==> config.mk <==
export PLATFORM = sky130hd
export DESIGN_NAME = ps_comp_unit
export DESIGN_NICKNAME = d
export VERILOG_FILES = /design/src/rtl/ps_comp_unit.sv
export SDC_FILE = /design/constraint.sdc
export NUM_CORES = 1
export LEC_CHECK = 0
export CORE_MARGIN = 5
export CORE_UTILIZATION = 30
export DETAILED_ROUTE_END_ITERATION = 10
export GPL_ROUTABILITY_DRIVEN = 0
export PLACE_DENSITY = 0.51
export SLEW_MARGIN = 15
export SYNTH_ARGS = -nofsm -noshare
export SYNTH_HDL_FRONTEND = slang
export SYNTH_SLANG_ARGS = --single-unit
==> constraint.sdc <==
create_clock -name clk -period 7.8 [get_ports clk]
set_input_delay 1.56 -clock clk [delete_from_list [all_inputs] [get_ports clk]]
set_output_delay 1.56 -clock clk [all_outputs]
set_load 0.01 [all_outputs]
==> src/rtl/ps_comp_unit.sv <==
// Per-window signal energy estimator: sums din^2 over window_len accepted samples
// and emits the saturated total with a one-cycle data_valid strobe.
module ps_comp_unit #(
    parameter int input_width  = 16,
    parameter int output_width = 32,
    parameter int window_len   = 16
) (
    input  logic                           clk,
    input  logic                           rst,
    input  logic signed [input_width-1:0]  din,
    input  logic                           en,
    output logic [output_width-1:0]        dout,
    output logic                           data_valid
);

    localparam int sq_width  = 2 * input_width;
    localparam int acc_width = sq_width + $clog2(window_len + 1);
    localparam int cnt_width = (window_len > 1) ? $clog2(window_len) : 1;
    localparam int cmp_width = (acc_width > output_width) ? acc_width : output_width + 1;
    localparam logic [cnt_width-1:0] last_count = cnt_width'(window_len - 1);

    logic signed [sq_width-1:0]  din_ext;
    logic signed [sq_width-1:0]  sq_prod;
    logic [sq_width-1:0]         sq;
    logic                        sq_v;
    logic [acc_width-1:0]        acc;
    logic [acc_width-1:0]        acc_sum;
    logic [cmp_width-1:0]        sum_ext;
    logic [output_width-1:0]     dout_next;
    logic [cnt_width-1:0]        count;

    // Sign-extend before multiplying so the most negative input squares exactly.
    assign din_ext = {{input_width{din[input_width-1]}}, din};
    assign sq_prod = din_ext * din_ext;

    assign acc_sum = acc + acc_width'(sq);

    always_comb begin
        sum_ext   = cmp_width'(acc_sum);
        dout_next = sum_ext[output_width-1:0];
        if (|sum_ext[cmp_width-1:output_width]) begin
            dout_next = '1;
        end
    end

    always_ff @(posedge clk) begin
        if (rst) begin
            sq   <= '0;
            sq_v <= 1'b0;
        end else begin
            sq_v <= en;
            if (en) begin
                sq <= sq_prod;
            end
        end
    end

    // The last square of a window bypasses the accumulator straight into dout.
    always_ff @(posedge clk) begin
        if (rst) begin
            acc        <= '0;
            count      <= '0;
            dout       <= '0;
            data_valid <= 1'b0;
        end else begin
            data_valid <= 1'b0;
            if (sq_v) begin
                if (count == last_count) begin
                    dout       <= dout_next;
                    data_valid <= 1'b1;
                    acc        <= '0;
                    count      <= '0;
                end else begin
                    acc   <= acc_sum;
                    count <= count + cnt_width'(1);
                end
            end
        end
    end

endmodule

---- Word-level counts from Yosys, hierarchy flattened ----
Index checks and enable logic that the tools add are counted.
word-level totals
  output and inout bits ................... 33
  input bits .............................. 19
  word-level logic and storage cells ...... 18
  flip-flop bits (word level) ............. 107
cells by class
  reduce and logical (&&, ||, !) cells .... 3
  multiplexer cells ....................... 4
  $mul .................................... 1
  eq/ne operators ......................... 1
  $add $sub $neg .......................... 2
  bitwise gates (word level) .............. 1
operators by type and width
  operator                                                       count
  37-bit by 32-bit adder with 37-bit output                      1
  37-bit two-way mux                                             1
  16-bit by 16-bit multiplier with 32-bit output                 1
  32-bit two-way mux                                             1
  5-bit OR reduction                                             1
  4-bit by 1-bit adder with 4-bit output, second input constant  1
  4-bit equality test, second input constant                     1
  4-bit two-way mux                                              1
  2-bit AND reduction                                            1
  2-bit OR reduction                                             1
  1-bit two-way mux                                              1
  1-bit inverter                                                 1

---- Logic depth before layout (Yosys ltp) ----
  depth in word-level cells ............... 3
  depth in mapped cells ................... 25

---- Worst setup path after synthesis ----
Ideal clock, no wire load.
  path type ............................... input to register
  start ................................... in din[15]
  end ..................................... reg sq[31]
  slack ................................... 0.063 ns
  arrival time ............................ 7.651 ns
  library setup time ...................... 0.086 ns
  buffers on the path ..................... 2
  stages on the path ...................... 23
  required time ........................... 7.714 ns
  path through ............................ clkbuf_1 > clkbuf_1 > nand2_1 > inv_1 > fa_1 > fa_1 > inv_1 > fa_1 > fa_1 > inv_1 > fa_1 > inv_1 > fa_1 > inv_1 > ha_1 > a21o_1 > a21o_1 > a21o_1 > or3_1 > nor3_1 > o31ai_1 > xnor2_1 > a211oi_1
on the way
  longest elaborated chain between the ends .. 1
ends and longest elaborated chain
  item                                            line  text
  from (decl)                                     10    input logic signed [input_width-1:0] din,
  16-bit by 16-bit multiplier with 32-bit output  34    assign sq_prod = din_ext * din_ext;
  to (signal assigned)                            53    sq <= sq_prod;
  to (decl)                                       24    logic [sq_width-1:0] sq;
No other way between the ends.
A chain may end at the register's enable or synchronous reset.

---- Worst setup path in the final report ----
  start ................................... in din[1]
  end ..................................... reg sq[23]
Same word-level chain as after synthesis.

==> flow_summary_export.csv <==
group,metric,value,unit
global_routing,largest_net_degree_at_the_start_of_global_routing,73,
drt,detail_route.first_pass.iterations,5,
synthesis,postSynthNetCount,2001,
drt,detail_route.drc_violations,0,
sta,final_critical_path_setup_slack,0.254,ns
synthesis,synthesis.instances,1624,
synthesis,seq_area_frac_synth,14.6,%
job,maxcap_violations,0,
min_path,timing.hold.worst.start,"acc[29]$_SDFFE_PP0P_",
die,dieWidth,230,µm
sta,max_transition_margin,21.4,%
clock_network,clk_pin_slew,0.07,ns
synthesis,synthDominantAreaCellType,"sky130_fd_sc_hd__fa_1",
sta,tightestPinTransition,1.17,ns
global_routing,global_route_total_usage_across_every_layer,13.9,%
clock_network,cts_setup_buffers,0,
sta,unrepaired_setup_endpoints_after_global_routing,"no",
synthesis,netlist_cell_types,76,
sta,layout_worst_path_cycle_share,96.7,%
final_layout,antennaDiodeCount,0,
final_layout,layout-drive-gt1-share,10.4,%
setup_path,crit_path_start,"din[1]",
setup_path,startpoint_type,"primary input",
placed_design,place.detailed.hpwl,30100,µm
sta,final_period_minus_worst_setup_slack,7.55,ns
global_routing,globalRouteOverflowTotal,0,
die,floorplan.core_area,47800,µm²
clock_network,numCtsBuffers,9,
drt,post_drt_via_cell_ratio,4.75,
synthesis,ys_ff_latch,106,
drt,total_via_count_in_the_routed_design,11300,
synthesis,synth_top_area_share,32.3,%
sta,timing.clock.skew,0.0104,ns
sta,setup_violations,0,
drt,first_iter_violations,467,
global_routing,grt_pass1_vias,12300,
die,die_height,230,µm
die,die-area,53000,µm²
setup_path,timing.reg2reg.setup_slack,4.13,ns
setup_path,critical_path.reg2reg.startpoint,"sq[2]$_SDFFE_PP0P_",
drt,route.final.wire_length,35800,µm
placed_design,pre_cts_slack,-0.312,ns
min_path,timing.hold.worst.class,"flop to flop",
synthesis,synth-async-reset-ratio,0,%
sta,final-hold-violation-count,0,
drt,detail-route-antenna-nets,0,
setup_path,timing.setup.critical_path_class,"primary input to flop",
setup_path,worst-endpoint-required,8.01,ns
die,io_pins,52,
synthesis,netlist_top_cells_area,"sky130_fd_sc_hd__fa_1 (32%), sky130_fd_sc_hd__dfxtp_1 (15%), sky130_fd_sc_hd__ha_1 (11%)",
final_layout,area_delta_synth_final,16.1,%
clock_network,ctsHtreeMaxLevel,3,
synthesis,yosys_warnings,0,
global_routing,grt_pass1_wl,61000,µm
synthesis,syn_area,14600,µm²
setup_path,worst_path_largest_cell_delay,0.53,ns
global_routing,grt_antenna_before_repair,1,
clock_network,clk_path_buf_depth,2,
sta,max_freq,0.133,GHz
clock_network,clock_latency,0.36,ns
setup_path,worst_path_max_delay_cell,"sky130_fd_sc_hd__fa_1",
final_layout,fillers,4918,
setup_path,arrival,7.76,ns
clock_network,clockRootBuffer,"sky130_fd_sc_hd__clkbuf_16",
clock_network,tritoncts_clock_tree,"built",
final_layout,final_nets,2129,
clock_network,cts.sinks,106,
placed_design,io_buffer_count,51,
synthesis,dominantRegCellSynth,"sky130_fd_sc_hd__dfxtp_1",
outcome,run_status,"finished, final reports clean",
die,start_util,30.4,%
sta,drv_slew,0,
setup_path,cp_max_fo,7,
synthesis,synth-edff-count,0,
drt,route.detailed.wl_per_inst,15.1,µm
die,placement_rows,80,
synthesis,synthesis.area_per_instance,8.96,µm²
setup_path,cp-end-kind,"flop",
[cells in the mapped netlist (all sizes together) (3+ instances only)]
master / n
inv: 362
fa: 235
ha: 123
nor2: 120
nand2: 118
dfxtp: 106
a21oi: 58
clkbuf: 53
o21ai: 43
xnor2: 41
and2: 38
a21o: 33
o221a: 31
a22oi: 29
nor3: 23
xor2: 22
nand3: 20
a211oi: 16
mux2i: 16
a31oi: 11
nand4: 11
nand2b: 8
o21bai: 8
buf: 7
o21a: 7
o31ai: 7
a2111oi: 6
a31o: 6
and3: 6
or3: 6
nor2b: 5
o22ai: 5
or2: 4
a21boi: 3
a311oi: 3
a41oi: 3
clkinv: 3
nor4: 3
o211a: 3
[cell usage in the layout (no fill, tap or decap), types with 4 or more instances in the layout]
cell type                         count
sky130_fd_sc_hd__nor2b_1              5
sky130_fd_sc_hd__o21bai_1             8
sky130_fd_sc_hd__buf_4              124
sky130_fd_sc_hd__nand3_1             20
sky130_fd_sc_hd__nand2b_1             8
sky130_fd_sc_hd__o22ai_1              4
sky130_fd_sc_hd__clkdlybuf4s50_1     48
sky130_fd_sc_hd__a21o_1              33
sky130_fd_sc_hd__a211oi_1            14
sky130_fd_sc_hd__nor3_1              21
sky130_fd_sc_hd__and3_1               5
sky130_fd_sc_hd__a22oi_1             29
sky130_fd_sc_hd__o21ai_0             30
sky130_fd_sc_hd__ha_1               123
sky130_fd_sc_hd__and2_1              38
sky130_fd_sc_hd__a31o_2               5
sky130_fd_sc_hd__o21a_1               7
sky130_fd_sc_hd__fa_1               235
sky130_fd_sc_hd__nand4_1             11
sky130_fd_sc_hd__or3_1                6
sky130_fd_sc_hd__a21oi_1             54
sky130_fd_sc_hd__o221a_1             30
sky130_fd_sc_hd__a31oi_1             11
sky130_fd_sc_hd__xnor2_1             41
sky130_fd_sc_hd__o21ai_1             11
sky130_fd_sc_hd__mux2i_1             15
sky130_fd_sc_hd__clkbuf_16            9
sky130_fd_sc_hd__dfxtp_1            106
sky130_fd_sc_hd__nand2_1            118
sky130_fd_sc_hd__xor2_1              21
sky130_fd_sc_hd__nor2_1             115
sky130_fd_sc_hd__o31ai_1              6
sky130_fd_sc_hd__nor2_2               4
sky130_fd_sc_hd__inv_1              360
[metrics by stage]
step                hold slack, ns  util, %  std cells  TNS (ns)  instance area (µm²)
floorplan                    0.432        -       1624         0                14600
global placement             0.464     34.6       2356     -1.42                16500
detailed placement           0.465     34.6       2356     -1.97                16500
CTS                          0.476     35.2       2371         0                16800
global route                 0.513     35.3       2371         0                16900
finish                       0.474     35.3       2371         0                16900
[worst max-delay path: cells and delay by family]
kind / cells / cell delay [ns]
AOI/OAI and AO/OA: 6 / 1.13
xor gates and xnor gates: 1 / 0.16
adders and majority gates: 7 / 3.33
buffers and inverters: 8 / 0.89
and+or+nand+nor: 3 / 0.68
[final cells by class]
class	instances	area [µm²]	area share (%)
Clock buffer	11	243	1.44
Clock inverter	4	51.3	0.304
Inverter	365	1370	8.11
Multi-Input combinational cell	1093	10900	64.3
Sequential cell	106	2120	12.6
Tap cell	615	769	4.56
Timing Repair Buffer	177	1470	8.72
[timing repair]
| item | in CTS | in global routing |
|---|---|---|
| setup endpoints to repair | 0 | 8 |
| resized for setup | 0 | 16 |
| hold buffers | 0 | 0 |
[routing by layer]
layer | up-vias | part of all wire [%] | track usage, %
met5 | - | 0.036 | 0
met4 | 2 | 1.4 | 2.52
met3 | 39 | 1.8 | 1.48
met2 | 115 | 52 | 26.1
met1 | 5636 | 44 | 17.5
li1 | 5459 | - | -
[registers in the layout, indices dropped and copies added, names as in the netlist]
register,cells
sq_v,1
dout,32
sq,31
count,4
acc,37
data_valid,1
[path summary, 6_finish.rpt]
check | depth (start not counted) | to
max | 25 | sq[23]$_SDFFE_PP0P_
min reg2reg | 2 | acc[29]$_SDFFE_PP0P_
max reg2reg | 10 | dout[17]$_SDFFE_PP0P_
min | 2 | acc[29]$_SDFFE_PP0P_
[cell families (layout without fill, tap and decap cells)]
group                    after synthesis  after routing  share of synthesized area, %
buffers and inverters                425            557                          11.1
AND/OR/NAND/NOR                      367            367                          11.5
adder cells (fa/ha/maj)              358            358                          42.9
AO/OA/AOI/OAI                        289            289                          14.9
flip-flops                           106            106                          14.6
XOR/XNOR                              63             63                          3.79
multiplexers                          16             16                          1.13
Power is not shown: default switching activity piles up to over one toggle a cycle in this logic, so the estimate is an artifact.
